## config.mk

```make
export PLATFORM = sky130hd
export DESIGN_NAME = ps2_host_tx
export DESIGN_NICKNAME = d
export VERILOG_FILES = /design/src/rtl/ps2_pkg.sv /design/src/rtl/ps2_line_sync.sv /design/src/rtl/ps2_host_tx.sv
export SDC_FILE = /design/constraint.sdc
export NUM_CORES = 1
export LEC_CHECK = 0
export CAP_MARGIN = 25
export CORE_MARGIN = 1.5
export CORE_UTILIZATION = 50
export DETAILED_ROUTE_END_ITERATION = 12
export PLACE_DENSITY = 0.69
export SETUP_SLACK_MARGIN = 0.02
export SYNTH_ARGS = -nofsm -noshare
export SYNTH_HDL_FRONTEND = slang
export SYNTH_SLANG_ARGS = --single-unit
```

## constraint.sdc

```tcl
create_clock -name clk24 -period 2.72 [get_ports clk24]
set_clock_uncertainty 0.1 [all_clocks]
set_input_delay 0.272 -clock clk24 [delete_from_list [all_inputs] [get_ports clk24]]
set_output_delay 0.272 -clock clk24 [all_outputs]
set_load 0.05 [all_outputs]
```

## src/rtl/ps2_pkg.sv

```systemverilog
// Shared PS/2 definitions: host transmitter state encoding, command bytes,
// frame geometry and the odd-parity helper.
package ps2_pkg;

  typedef enum logic [2:0] {
    IDLE,
    INHIBIT,
    SEND,
    ACK,
    WAIT_IDLE
  } ps2_tx_state_t;

  localparam logic [7:0] PS2_CMD_SETLED = 8'hED;
  localparam logic [7:0] PS2_CMD_RESET  = 8'hFF;
  localparam logic [7:0] PS2_CMD_ECHO   = 8'hEE;

  // data[7:0] + parity + stop; the start bit is driven before clock release
  localparam int unsigned PS2_FRAME_BITS = 10;

  function automatic logic ps2_odd_parity(input logic [7:0] data);
    return ~^data;
  endfunction

endpackage

```

## src/rtl/ps2_line_sync.sv

```systemverilog
// One PS/2 line: 2-FF synchronizer, 3-sample majority filter and a
// one-cycle strobe on each filtered 1->0 transition.
module ps2_line_sync (
  input  logic clk,
  input  logic reset,
  input  logic pin,
  output logic level,
  output logic fall
);

  logic [1:0] sync_q;
  logic [2:0] hist_q;
  logic       maj;

  assign maj = (hist_q[0] & hist_q[1]) |
               (hist_q[0] & hist_q[2]) |
               (hist_q[1] & hist_q[2]);

  // Idle bus is pulled high, so every stage resets to 1
  always_ff @(posedge clk) begin
    if (reset) begin
      sync_q <= '1;
      hist_q <= '1;
      level  <= 1'b1;
      fall   <= 1'b0;
    end else begin
      sync_q <= {sync_q[0], pin};
      hist_q <= {hist_q[1:0], sync_q[1]};
      level  <= maj;
      fall   <= level & ~maj;
    end
  end

endmodule

```

## src/rtl/ps2_host_tx.sv

```systemverilog
// Host-to-device PS/2 byte transmitter: inhibit, request-to-send, clocked-out
// frame, ACK check and return-to-idle, with an overall timeout.
module ps2_host_tx
  import ps2_pkg::*;
#(
  parameter int unsigned CLK_HZ     = 24_000_000,
  parameter int unsigned INHIBIT_US = 120,
  parameter int unsigned TIMEOUT_US = 15_000
) (
  input  logic       clk24,
  input  logic       reset,
  input  logic [7:0] tx_data,
  input  logic       tx_start,
  output logic       busy,
  output logic       done,
  output logic       error,
  input  logic       ps2_clk_i,
  input  logic       ps2_dat_i,
  output logic       ps2_clk_oe,
  output logic       ps2_dat_oe,
  output logic       rx_inhibit
);

  localparam int unsigned CYC_PER_US  = CLK_HZ / 1_000_000;
  localparam int unsigned INHIBIT_CYC = CYC_PER_US * INHIBIT_US;
  localparam int unsigned TIMEOUT_CYC = CYC_PER_US * TIMEOUT_US;
  localparam int unsigned INH_W       = $clog2(INHIBIT_CYC + 1);
  localparam int unsigned TMO_W       = (TIMEOUT_CYC > 1) ? $clog2(TIMEOUT_CYC) : 1;

  typedef logic [INH_W-1:0] inh_t;
  typedef logic [TMO_W-1:0] tmo_t;

  localparam inh_t       INHIBIT_LOAD = inh_t'(INHIBIT_CYC);
  localparam tmo_t       TMO_LAST     = tmo_t'(TIMEOUT_CYC - 1);
  localparam logic [3:0] BIT_LAST     = 4'(PS2_FRAME_BITS - 1);

  ps2_tx_state_t state_q, state_d;
  logic [9:0]    shift_q, shift_d;
  logic [3:0]    bit_q, bit_d;
  inh_t          inh_q, inh_d;
  tmo_t          tmo_q, tmo_d;
  logic          clk_oe_d, dat_oe_d;
  logic          done_d, error_d;
  logic          timed;

  logic          clk_lvl, clk_fall;
  logic          dat_lvl, dat_fall_unused;

  ps2_line_sync u_clk_sync (
    .clk   (clk24),
    .reset (reset),
    .pin   (ps2_clk_i),
    .level (clk_lvl),
    .fall  (clk_fall)
  );

  ps2_line_sync u_dat_sync (
    .clk   (clk24),
    .reset (reset),
    .pin   (ps2_dat_i),
    .level (dat_lvl),
    .fall  (dat_fall_unused)
  );

  // busy stays up through the done/error pulse cycle so a start there is dropped
  assign busy       = (state_q != IDLE) | done | error;
  assign rx_inhibit = busy;
  assign timed      = (state_q == SEND) || (state_q == ACK) || (state_q == WAIT_IDLE);

  always_ff @(posedge clk24) begin
    if (reset) begin
      state_q    <= IDLE;
      shift_q    <= '0;
      bit_q      <= '0;
      inh_q      <= '0;
      tmo_q      <= '0;
      ps2_clk_oe <= 1'b0;
      ps2_dat_oe <= 1'b0;
      done       <= 1'b0;
      error      <= 1'b0;
    end else begin
      state_q    <= state_d;
      shift_q    <= shift_d;
      bit_q      <= bit_d;
      inh_q      <= inh_d;
      tmo_q      <= tmo_d;
      ps2_clk_oe <= clk_oe_d;
      ps2_dat_oe <= dat_oe_d;
      done       <= done_d;
      error      <= error_d;
    end
  end

  always_comb begin
    state_d  = state_q;
    shift_d  = shift_q;
    bit_d    = bit_q;
    inh_d    = inh_q;
    tmo_d    = timed ? tmo_q + 1'b1 : tmo_q;
    clk_oe_d = ps2_clk_oe;
    dat_oe_d = ps2_dat_oe;
    done_d   = 1'b0;
    error_d  = 1'b0;

    unique case (state_q)
      IDLE: begin
        if (tx_start && !done && !error) begin
          shift_d  = {1'b1, ps2_odd_parity(tx_data), tx_data};
          bit_d    = '0;
          inh_d    = INHIBIT_LOAD;
          clk_oe_d = 1'b1;
          dat_oe_d = 1'b0;
          state_d  = INHIBIT;
        end
      end

      INHIBIT: begin
        // start bit goes out on the last count so the clock is held exactly INHIBIT_CYC cycles
        if (inh_q != '0) begin
          inh_d = inh_q - 1'b1;
          if (inh_q == inh_t'(1)) dat_oe_d = 1'b1;
        end else begin
          clk_oe_d = 1'b0;
          tmo_d    = '0;
          state_d  = SEND;
        end
      end

      SEND: begin
        if (clk_fall) begin
          dat_oe_d = ~shift_q[0];
          shift_d  = {1'b0, shift_q[9:1]};
          bit_d    = bit_q + 1'b1;
          if (bit_q == BIT_LAST) state_d = ACK;
        end
      end

      ACK: begin
        if (clk_fall) begin
          if (!dat_lvl) begin
            state_d = WAIT_IDLE;
          end else begin
            dat_oe_d = 1'b0;
            error_d  = 1'b1;
            state_d  = IDLE;
          end
        end
      end

      WAIT_IDLE: begin
        if (clk_lvl && dat_lvl) begin
          done_d  = 1'b1;
          state_d = IDLE;
        end
      end

      default: state_d = IDLE;
    endcase

    if (timed && tmo_q == TMO_LAST) begin
      clk_oe_d = 1'b0;
      dat_oe_d = 1'b0;
      done_d   = 1'b0;
      error_d  = 1'b1;
      state_d  = IDLE;
    end
  end

endmodule

```

==> run_results.csv, run 1 <==
group,metric,value,unit
yosys,synth.most_common_cell,"dfxtp_1",
critical_path,criticalPathCategory,"reg2out",
critical_path,cp-start-kind,"register",
global_routing,grt_usage,19.1,%
global_routing,grt_pass1_wl,10700,um
timing,fin_crit_sh,92.0,%
yosys,synthCells,347,
clock_tree,cts_resized,0,
detailed_routing,via_per_inst,5.87,
floorplanning,dieArea,6860,um2
yosys,yosys-top-cells-count,"dfxtp_1, nor2_1, a21oi_1",
detailed_routing,firstDrtPassIters,4,
floorplanning,start_util,52.9,%
timing,slew_viol_final,0,
global_routing,overflow,0,
floorplanning,core,6030,um2
yosys,yosysTopAreaCell,"dfxtp_1",
detailed_routing,ant_nets,0,
critical_path,end_kind,"primary output",
global_routing,top_usage_layer,"met2",
timing,setup_tns,0,ps
layout,layout-drive-gt1-share,12.6,%
yosys,ys_ff_latch,65,
global_routing,antenna_found_initial,0,
global_routing,use_met1,24.4,%
layout,antennaDiodeCount,0,
timing,min_period,2500,ps
hold_path,min_from,"u_clk_sync.sync_q[0]",
critical_path,cp.arrival,2130,ps
job,cap_violations,0,
place,dpl.hpwl,4390,um
clock_tree,clk_latency,350,ps
power_and_ir_drop,total_power,0.00324,W
clock_tree,cts_root_buffer,"clkbuf_8",
power_and_ir_drop,peakVddDrop,579,uV
timing,setup-violations-final,0,
clock_tree,postCtsSetupRepairBufs,0,
timing,max_freq,400,MHz
timing,hold_viol,0,
yosys,yosysUniqueCellTypes,53,
floorplanning,die_height,82.9,um
hold_path,hold_path.class,"reg2reg",
detailed_routing,wl_per_cell,14.4,um
yosys,syn_avg_cell_area,9.19,um2
yosys,netlist_top_cells_area,"dfxtp_1, o31ai_1, or4_1",
detailed_routing,drc,0,
layout,fin_nets,387,
clock_tree,cts_tree,"yes",
yosys,yosysTopAreaCellShare,40.8,%
detailed_routing,dr_total_vias,2624,
power_and_ir_drop,cellPowerDensity,891,nW/um2
yosys,syn_nets,366,
yosys,synth_edf_count,0,
global_routing,grt_max_degree,29,
floorplanning,die_w,82.9,um
yosys,ys_warn_count,0,
timing,worst_slew_pin_slew,610,ps
clock_tree,cts.sinks,65,
place,place_congestion,0.810,
critical_path,path_max_fanout,3,
clock_tree,clockBufferDepth,2,
yosys,seq_area_frac_synth,40.8,%
yosys,yosys_most_used_dff,"dfxtp_1",
global_routing,grt_pass1_vias,2310,
detailed_routing,routed_wl,6430,um
yosys,ys_async_sr_fraction,0,%
clock_tree,path_clk_slew,70,ps
status,outcome,"finished clean",
floorplanning,io_pins,19,
yosys,netlist_area,3190,um2
clock_tree,cts_buffers,9,
critical_path,startpoint,"state_q[2]",
layout,n_fill_cell,553,
critical_path,timing.rr.start,"state_q[1]",
clock_tree,ctsHoldBuffers,0,
place,port_buffers,18,
clock_tree,htree_levels,3,
detailed_routing,drtIter0Drc,90,
global_routing,use_met3,5.37,%
timing,rsz0062_at_grt,"no",
layout,synthToLayoutAreaGrowth,14.0,%
timing,relSlewSlack,59.3,%
critical_path,crit_required,2350,ps
global_routing,use_met2,30.3,%
power_and_ir_drop,p_leak,1.26,nW
floorplanning,num_rows,28,
cell families (layout without fill, tap and decap cells):
logic type	Yosys count	after routing	share of synthesized area [%]
simple gates	131	131	25.2
mux	11	11	3.45
buf+inv	28	53	4.04
compound gates	89	89	19.5
flops	65	65	40.8
xor+xnor	17	17	4.67
fa+ha+maj	6	6	2.35
metrics by stage:
stage	worst slack [ps]	utilization (%)	hold WS (ps)	instance area (um2)	cells
2_1_floorplan	637	-	276	3190	347
3_5_place_dp	278	57.1	299	3440	432
5_1_grt	169	60.3	323	3630	447
3_3_place_gp	353	57.1	297	3440	432
6_report	218	60.3	312	3630	447
4_1_cts	200	60.3	315	3630	447
flip-flops by register name, summed over array words and instances, names as in the netlist:
register,cells
ps2_clk_oe,1
u_clk_sync.level,1
bit_q,4
u_dat_sync.level,1
u_clk_sync.fall,1
inh_q,12
ps2_dat_oe,1
error,1
shift_q,10
u_dat_sync.hist_q,3
done,1
u_clk_sync.hist_q,3
u_clk_sync.sync_q,2
tmo_q,19
u_dat_sync.sync_q,2
state_q,3
per-layer routing:
layer  vias to the layer above  wire (um)  share of wire, %
li1                       1340          -                 -
met1                      1234       3170                49
met2                        39       2950                46
met3                        11        204               3.2
met4                         0        110               1.7
met5                         -          0                 0
layout by cell type, fill, tap and decap left out, types with 4 or more instances in the layout:
| cell | count |
|---|---|
| nand2b_1 | 6 |
| clkbuf_8 | 11 |
| dfxtp_1 | 65 |
| buf_4 | 8 |
| nand3_1 | 7 |
| or2_2 | 13 |
| and2_1 | 4 |
| o211ai_1 | 4 |
| a21oi_1 | 25 |
| a31oi_1 | 4 |
| nor2_1 | 28 |
| or4_1 | 17 |
| o2111ai_1 | 4 |
| xnor2_1 | 9 |
| o31ai_1 | 18 |
| nor4_1 | 4 |
| or3_1 | 9 |
| a211oi_1 | 9 |
| clkdlybuf4s50_1 | 18 |
| xor2_1 | 8 |
| nor3b_1 | 4 |
| and4_1 | 5 |
| inv_1 | 11 |
| nand4_1 | 4 |
| ha_1 | 6 |
| nand2_1 | 12 |
| mux2i_1 | 11 |
| o21ai_0 | 11 |
where the power goes:
part / internal, W / switching, W
combinational: 0.000487 / 0.000686
clock: 0.000465 / 0.000352
sequential: 0.00110 / 0.000147
critical path, cell delays in order, from the launching register on:
cell	delay, ps
dfxtp_1	310
or2_2	330
or4_1	420
clkdlybuf4s50_1	720
area by class of cell:
class | count | area (um2) | area share [%]
inverter | 12 | 45.0 | 1.24
sequential | 65 | 1300 | 35.8
tap | 75 | 93.8 | 2.58
timing repair buffer | 26 | 240 | 6.61
clock inverter | 3 | 40.0 | 1.10
multi-input combinational | 254 | 1760 | 48.4
clock buffer | 12 | 155 | 4.27
final timing paths:
path / end / cells past startpoint / slack [ps]
max: busy / 3 / 220
min: u_clk_sync.sync_q[1] / 1 / 310
max reg2reg: shift_q[3] / 5 / 430
min reg2reg: u_clk_sync.sync_q[1] / 1 / 310
No activity file was read; power rests on OpenSTA's default activity.
==> run 2, diff against run 1 <==
--- a/config.mk
+++ b/config.mk
@@ -5,10 +5,11 @@
 export SDC_FILE = /design/constraint.sdc
 export NUM_CORES = 1
 export LEC_CHECK = 0
-export CAP_MARGIN = 25
+export CAP_MARGIN = 20
 export CORE_MARGIN = 1.5
 export CORE_UTILIZATION = 50
 export DETAILED_ROUTE_END_ITERATION = 12
+export MAX_ROUTING_LAYER = met4
 export PLACE_DENSITY = 0.69
 export SETUP_SLACK_MARGIN = 0.02
 export SYNTH_ARGS = -nofsm -noshare
==> run 2 against run 1 <==
  * Utilization unchanged
  * Clock power about the same
  * Routed wire length fell by 0.50%
  * Fmax about the same
  * Sequential share of layout area stayed put
  * Die area is the same
  * Sequential power about the same
  * First-iteration DRC count increased by 13%
  * Cell count unchanged
  * Critical path type unchanged
  * Largest power group unchanged
==> run_results.csv, run 2 (synthesis results as in run 1) <==
group,metric,value,unit
critical_path,r2r_setup_slack,420,ps
layout,reg_top3,"tmo_q (19), inh_q (12), shift_q (10)",
power_and_ir_drop,total_power,0.00324,W
layout,layout-drive-gt1-share,12.6,%
place,port_buffers,18,
floorplanning,start_util,52.9,%
floorplanning,num_rows,28,
clock_tree,cts_tree,"yes",
place,dpl_cell_area,3440,um2
detailed_routing,ant_nets,0,
detailed_routing,via_per_inst,5.85,
power_and_ir_drop,cellPowerDensity,891,nW/um2
detailed_routing,drc,0,
floorplanning,core,6030,um2
timing,worst_slew_pin_slew,615,ps
global_routing,overflow,0,
critical_path,cpPeakStageDelay,720,ps
floorplanning,die_height,82.9,um
timing,hold_viol,0,
critical_path,crit_buf_inv,1,
floorplanning,io_pins,19,
global_routing,antenna_found_initial,0,
timing,relSlewSlack,59.0,%
status,outcome,"finished clean",
layout,largest_reg_flops,19,
clock_tree,clockBufferDepth,2,
critical_path,criticalPathCategory,"reg2out",
layout,final_area,3630,um2
global_routing,grt_max_degree,29,
layout,antennaDiodeCount,0,
floorplanning,die_w,82.9,um
critical_path,crit_family,"simple AND/OR/NAND/NOR gates",
global_routing,grt_pass1_wl,10700,um
layout,fin_nets,387,
critical_path,crit_required,2350,ps
clock_tree,postCtsSetupRepairBufs,0,
detailed_routing,drtIter0Drc,102,
timing,max_freq,400,MHz
place,place_congestion,0.822,
critical_path,cp_slowest_cell,"clkdlybuf4s50_1",
layout,multi_input_area,1760,um2
clock_tree,clk_latency,350,ps
clock_tree,ctsHoldBuffers,0,
clock_tree,cts_root_buffer,"clkbuf_8",
clock_tree,htree_levels,3,
place,dpl.hpwl,4390,um
clock_tree,path_clk_slew,70,ps
critical_path,path_max_fanout,3,
clock_tree,cts_buffers,9,
power_and_ir_drop,peakVddDrop,577,uV
timing,setup-violations-final,0,
timing,min_period,2500,ps
detailed_routing,wl_per_cell,14.3,um
timing,rsz0062_at_grt,"no",
floorplanning,dieArea,6860,um2
clock_tree,cts.sinks,65,
timing,setup_tns,0,ps
detailed_routing,routed_wl,6400,um
critical_path,crit_chain,"or2_2, or4_1, clkdlybuf4s50_1",
power_and_ir_drop,p_leak,1.26,nW
timing,slew_viol_final,0,
layout,n_fill_cell,553,
job,cap_violations,0,
clock_tree,cts_resized,0,
critical_path,end_kind,"primary output",
layout,layout_commonest_cell,"dfxtp_1",
detailed_routing,dr_total_vias,2617,
hold_path,hold_path.class,"reg2reg",
global_routing,grt_usage,19.6,%
layout,regMostFlops,"tmo_q",
layout,synthToLayoutAreaGrowth,14.0,%
critical_path,cp-start-kind,"register",
timing,fin_crit_sh,92.0,%
detailed_routing,firstDrtPassIters,4,
critical_path,cp.arrival,2130,ps
layout,layout_common_cells,"dfxtp_1, nor2_1, a21oi_1",
global_routing,grt_pass1_vias,2306,
layout,ff_latch_area,1300,um2
[run 2: cell counts in the layout (fill, tap and decap cells not counted)]
No cell type changed its count.
[run 2: where the power goes]
group	total [W]	switching, W	internal [W]
sequential	0.00125	0.000147	0.00110
clock	0.000819	0.000354	0.000465
combinational	0.00117	0.000684	0.000487
total	0.00324	0.00118	0.00205
[run 2: layer usage]
layer	wire length [um]	track usage, %
met5	0	-
met4	103	8.18
met3	184	5.37
met2	2960	30.2
met1	3160	24.3
[run 2: final timing paths]
kind,startpoint,end,depth (start not counted)
worst max-delay path,state_q[2],busy,3
worst min-delay path,u_clk_sync.sync_q[0],u_clk_sync.sync_q[1],1
worst min register to register,u_clk_sync.sync_q[0],u_clk_sync.sync_q[1],1
worst max register to register,state_q[1],shift_q[3],5
[run 2: layout make-up]
type | count | area share [%]
clock inverter | 3 | 1.10
timing repair buffer | 26 | 6.61
multi-input combinational | 254 | 48.4
clock buffer | 12 | 4.27
inverter | 12 | 1.24
tap | 75 | 2.58
sequential | 65 | 35.8
[run 2: through the flow]
stage               utilization [%]  hold WS, ps  setup WS (ps)  std cells
floorplan                         -          276            637        347
detailed placement             57.1          299            278        432
global route                   60.3          322            169        447
CTS                            60.3          315            200        447
finish                         60.3          313            218        447
global placement               57.1          297            353        432
==> run 3, diff against run 2 <==
--- a/config.mk
+++ b/config.mk
@@ -5,12 +5,14 @@
 export SDC_FILE = /design/constraint.sdc
 export NUM_CORES = 1
 export LEC_CHECK = 0
+export ABC_AREA = 1
 export CAP_MARGIN = 20
+export CORE_ASPECT_RATIO = 1.25
 export CORE_MARGIN = 1.5
 export CORE_UTILIZATION = 50
 export DETAILED_ROUTE_END_ITERATION = 12
+export DONT_BUFFER_PORTS = 1
 export MAX_ROUTING_LAYER = met4
-export PLACE_DENSITY = 0.69
 export SETUP_SLACK_MARGIN = 0.02
 export SYNTH_ARGS = -nofsm -noshare
 export SYNTH_HDL_FRONTEND = slang
==> run 3 against run 2 <==
  * Routed wire length up 11%
  * Fmax up 27%
  * Combinational power up 38%
  * Cell count up 37%
  * Synthesized cell count up 48%
  * Synthesized area up 8.3%
  * Setup slack better by 530 ps
==> run_results.csv, run 3 <==
group,metric,value,unit
critical_path,crit_required,2890,ps
clock_tree,postCtsSetupRepairBufs,0,
layout,fin_nets,539,
yosys,netlist_top_cells_area,"dfxtp_1, nand2_1, inv_1",
layout,layout_commonest_cell,"nand2_1",
clock_tree,cts.sinks,65,
detailed_routing,routed_wl,7100,um
timing,hold_viol,0,
timing,max_freq,506,MHz
floorplanning,dieArea,7420,um2
clock_tree,htree_levels,3,
floorplanning,start_util,52.3,%
detailed_routing,drc,0,
place,dpl.hpwl,5210,um
global_routing,grt_usage,22.0,%
yosys,ys_warn_count,0,
detailed_routing,ant_nets,0,
layout,synthToLayoutAreaGrowth,9.89,%
yosys,ys_async_sr_fraction,0,%
timing,relSlewSlack,38.2,%
power_and_ir_drop,cellPowerDensity,1040,nW/um2
timing,worst_slew_pin_slew,924,ps
yosys,seq_area_frac_synth,37.7,%
yosys,synth_edf_count,0,
timing,setup_tns,0,ps
layout,final_area,3790,um2
detailed_routing,wl_per_cell,11.6,um
layout,layout-drive-gt1-share,12.0,%
global_routing,grt_pass1_wl,12500,um
floorplanning,io_pins,19,
critical_path,criticalPathCategory,"reg2reg",
floorplanning,num_rows,33,
power_and_ir_drop,p_leak,1.73,nW
critical_path,cp.arrival,2150,ps
global_routing,antenna_found_initial,0,
clock_tree,clk_latency,340,ps
place,dpl_cell_area,3500,um2
timing,setup_ws,744,ps
detailed_routing,dr_total_vias,3014,
power_and_ir_drop,peakVddDrop,476,uV
yosys,yosysTopAreaCell,"dfxtp_1",
clock_tree,cts_tree,"yes",
yosys,synthCells,514,
floorplanning,core,6610,um2
critical_path,path_max_fanout,20,
timing,rsz0062_at_grt,"no",
global_routing,overflow,0,
layout,layout_common_cells,"nand2_1, dfxtp_1, inv_1, nor2_1, a21oi_1",
timing,min_period,1980,ps
place,place_congestion,0.940,
layout,antennaDiodeCount,0,
yosys,yosys-top-cells-count,"nand2_1, dfxtp_1, inv_1, nor2_1, a21oi_1",
global_routing,grt_max_degree,26,
layout,largest_reg_flops,19,
critical_path,end_kind,"register",
place,port_buffers,0,
yosys,syn_avg_cell_area,6.72,um2
yosys,yosys_most_used_dff,"dfxtp_1",
timing,slew_viol_final,0,
timing,fin_crit_sh,72.6,%
yosys,netlist_area,3450,um2
detailed_routing,firstDrtPassIters,4,
floorplanning,die_height,95.9,um
clock_tree,cts_buffers,9,
clock_tree,cts_resized,0,
detailed_routing,via_per_inst,4.92,
detailed_routing,drtIter0Drc,132,
clock_tree,cts_root_buffer,"clkbuf_8",
yosys,yosysTopAreaCellShare,37.7,%
job,cap_violations,0,
yosys,synth.most_common_cell,"nand2_1",
timing,setup-violations-final,0,
hold_path,hold_path.class,"in2reg",
floorplanning,die_w,77.3,um
yosys,syn_nets,533,
status,outcome,"finished clean",
place,place_ws,738,ps
clock_tree,path_clk_slew,70,ps
yosys,ys_ff_latch,65,
clock_tree,clockBufferDepth,2,
global_routing,grt_pass1_vias,2829,
critical_path,cp-start-kind,"register",
clock_tree,ctsHoldBuffers,4,
layout,reg_top3,"tmo_q (19), inh_q (12), shift_q (10)",
yosys,yosysUniqueCellTypes,38,
layout,regMostFlops,"tmo_q",
-- run 3: cell count changes after synthesis, moves of 11 or more --
cell,previous run,this run
nand2_1,12,136
inv_1,11,60
nor2_1,28,60
nand3_1,7,31
o21ai_0,11,30
o31ai_1,18,0
or4_1,17,0
a21oi_1,25,37
mux2i_1,11,0
-- run 3: layout make-up --
class	count	area (um2)
Clock buffer	10	138
Inverter	70	263
Clock inverter	6	115
Timing Repair Buffer	8	70.1
Sequential cell	65	1300
Multi-Input combinational cell	366	1800
Fill cell	679	2810
Tap cell	87	109
-- run 3: where the power goes --
| part | internal (W) | total [W] | switching [W] |
|---|---|---|---|
| registers | 0.00112 | 0.00130 | 0.000180 |
| clock network | 0.000637 | 0.00102 | 0.000384 |
| logic | 0.000508 | 0.00161 | 0.00110 |
| total | 0.00227 | 0.00394 | 0.00167 |
-- run 3: final timing paths --
path / startpoint / cells past startpoint / slack, ps / endpoint
setup / recovery: state_q[2] / 8 / 740 / ps2_dat_oe
hold / removal: reset / 3 / 30 / bit_q[3]
setup reg to reg: state_q[2] / 8 / 740 / ps2_dat_oe
hold reg to reg: u_dat_sync.sync_q[1] / 1 / 310 / u_dat_sync.hist_q[0]
-- run 3: cell families after synthesis --
family          share of synthesized area [%]
compound gates                           11.0
xor+xnor                                 1.27
fa+ha+maj                                2.17
buf+inv                                  10.2
flops                                    37.7
simple gates                             37.6
-- run 3: metal layers --
layer	vias to the layer above	wire (um)	track usage, %
met2	31	3520	39.1
met1	1338	3270	24.2
li1	1633	-	-
met5	-	0	-
met3	12	177	3.89
met4	0	125	10.0
-- run 3: metrics by stage --
stage,cells,util (%),power [W],hold WS [ps]
global placement,592,53.0,0.00289,250
detailed placement,592,53.0,0.00293,248
global route,612,57.4,0.00427,61.6
floorplan,514,-,0.00270,276
finish,612,57.4,0.00394,33.3
CTS,612,57.4,0.00398,17.4
-- run 3: worst max-delay path, stage by stage, from the launching register on --
cell	delay [ps]
dfxtp_1	480
nor2_4	100
nand2_2	270
nand3_2	320
nand2_1	170
nor2_1	90
nor2_2	190
nand2_1	80
nor2_1	90
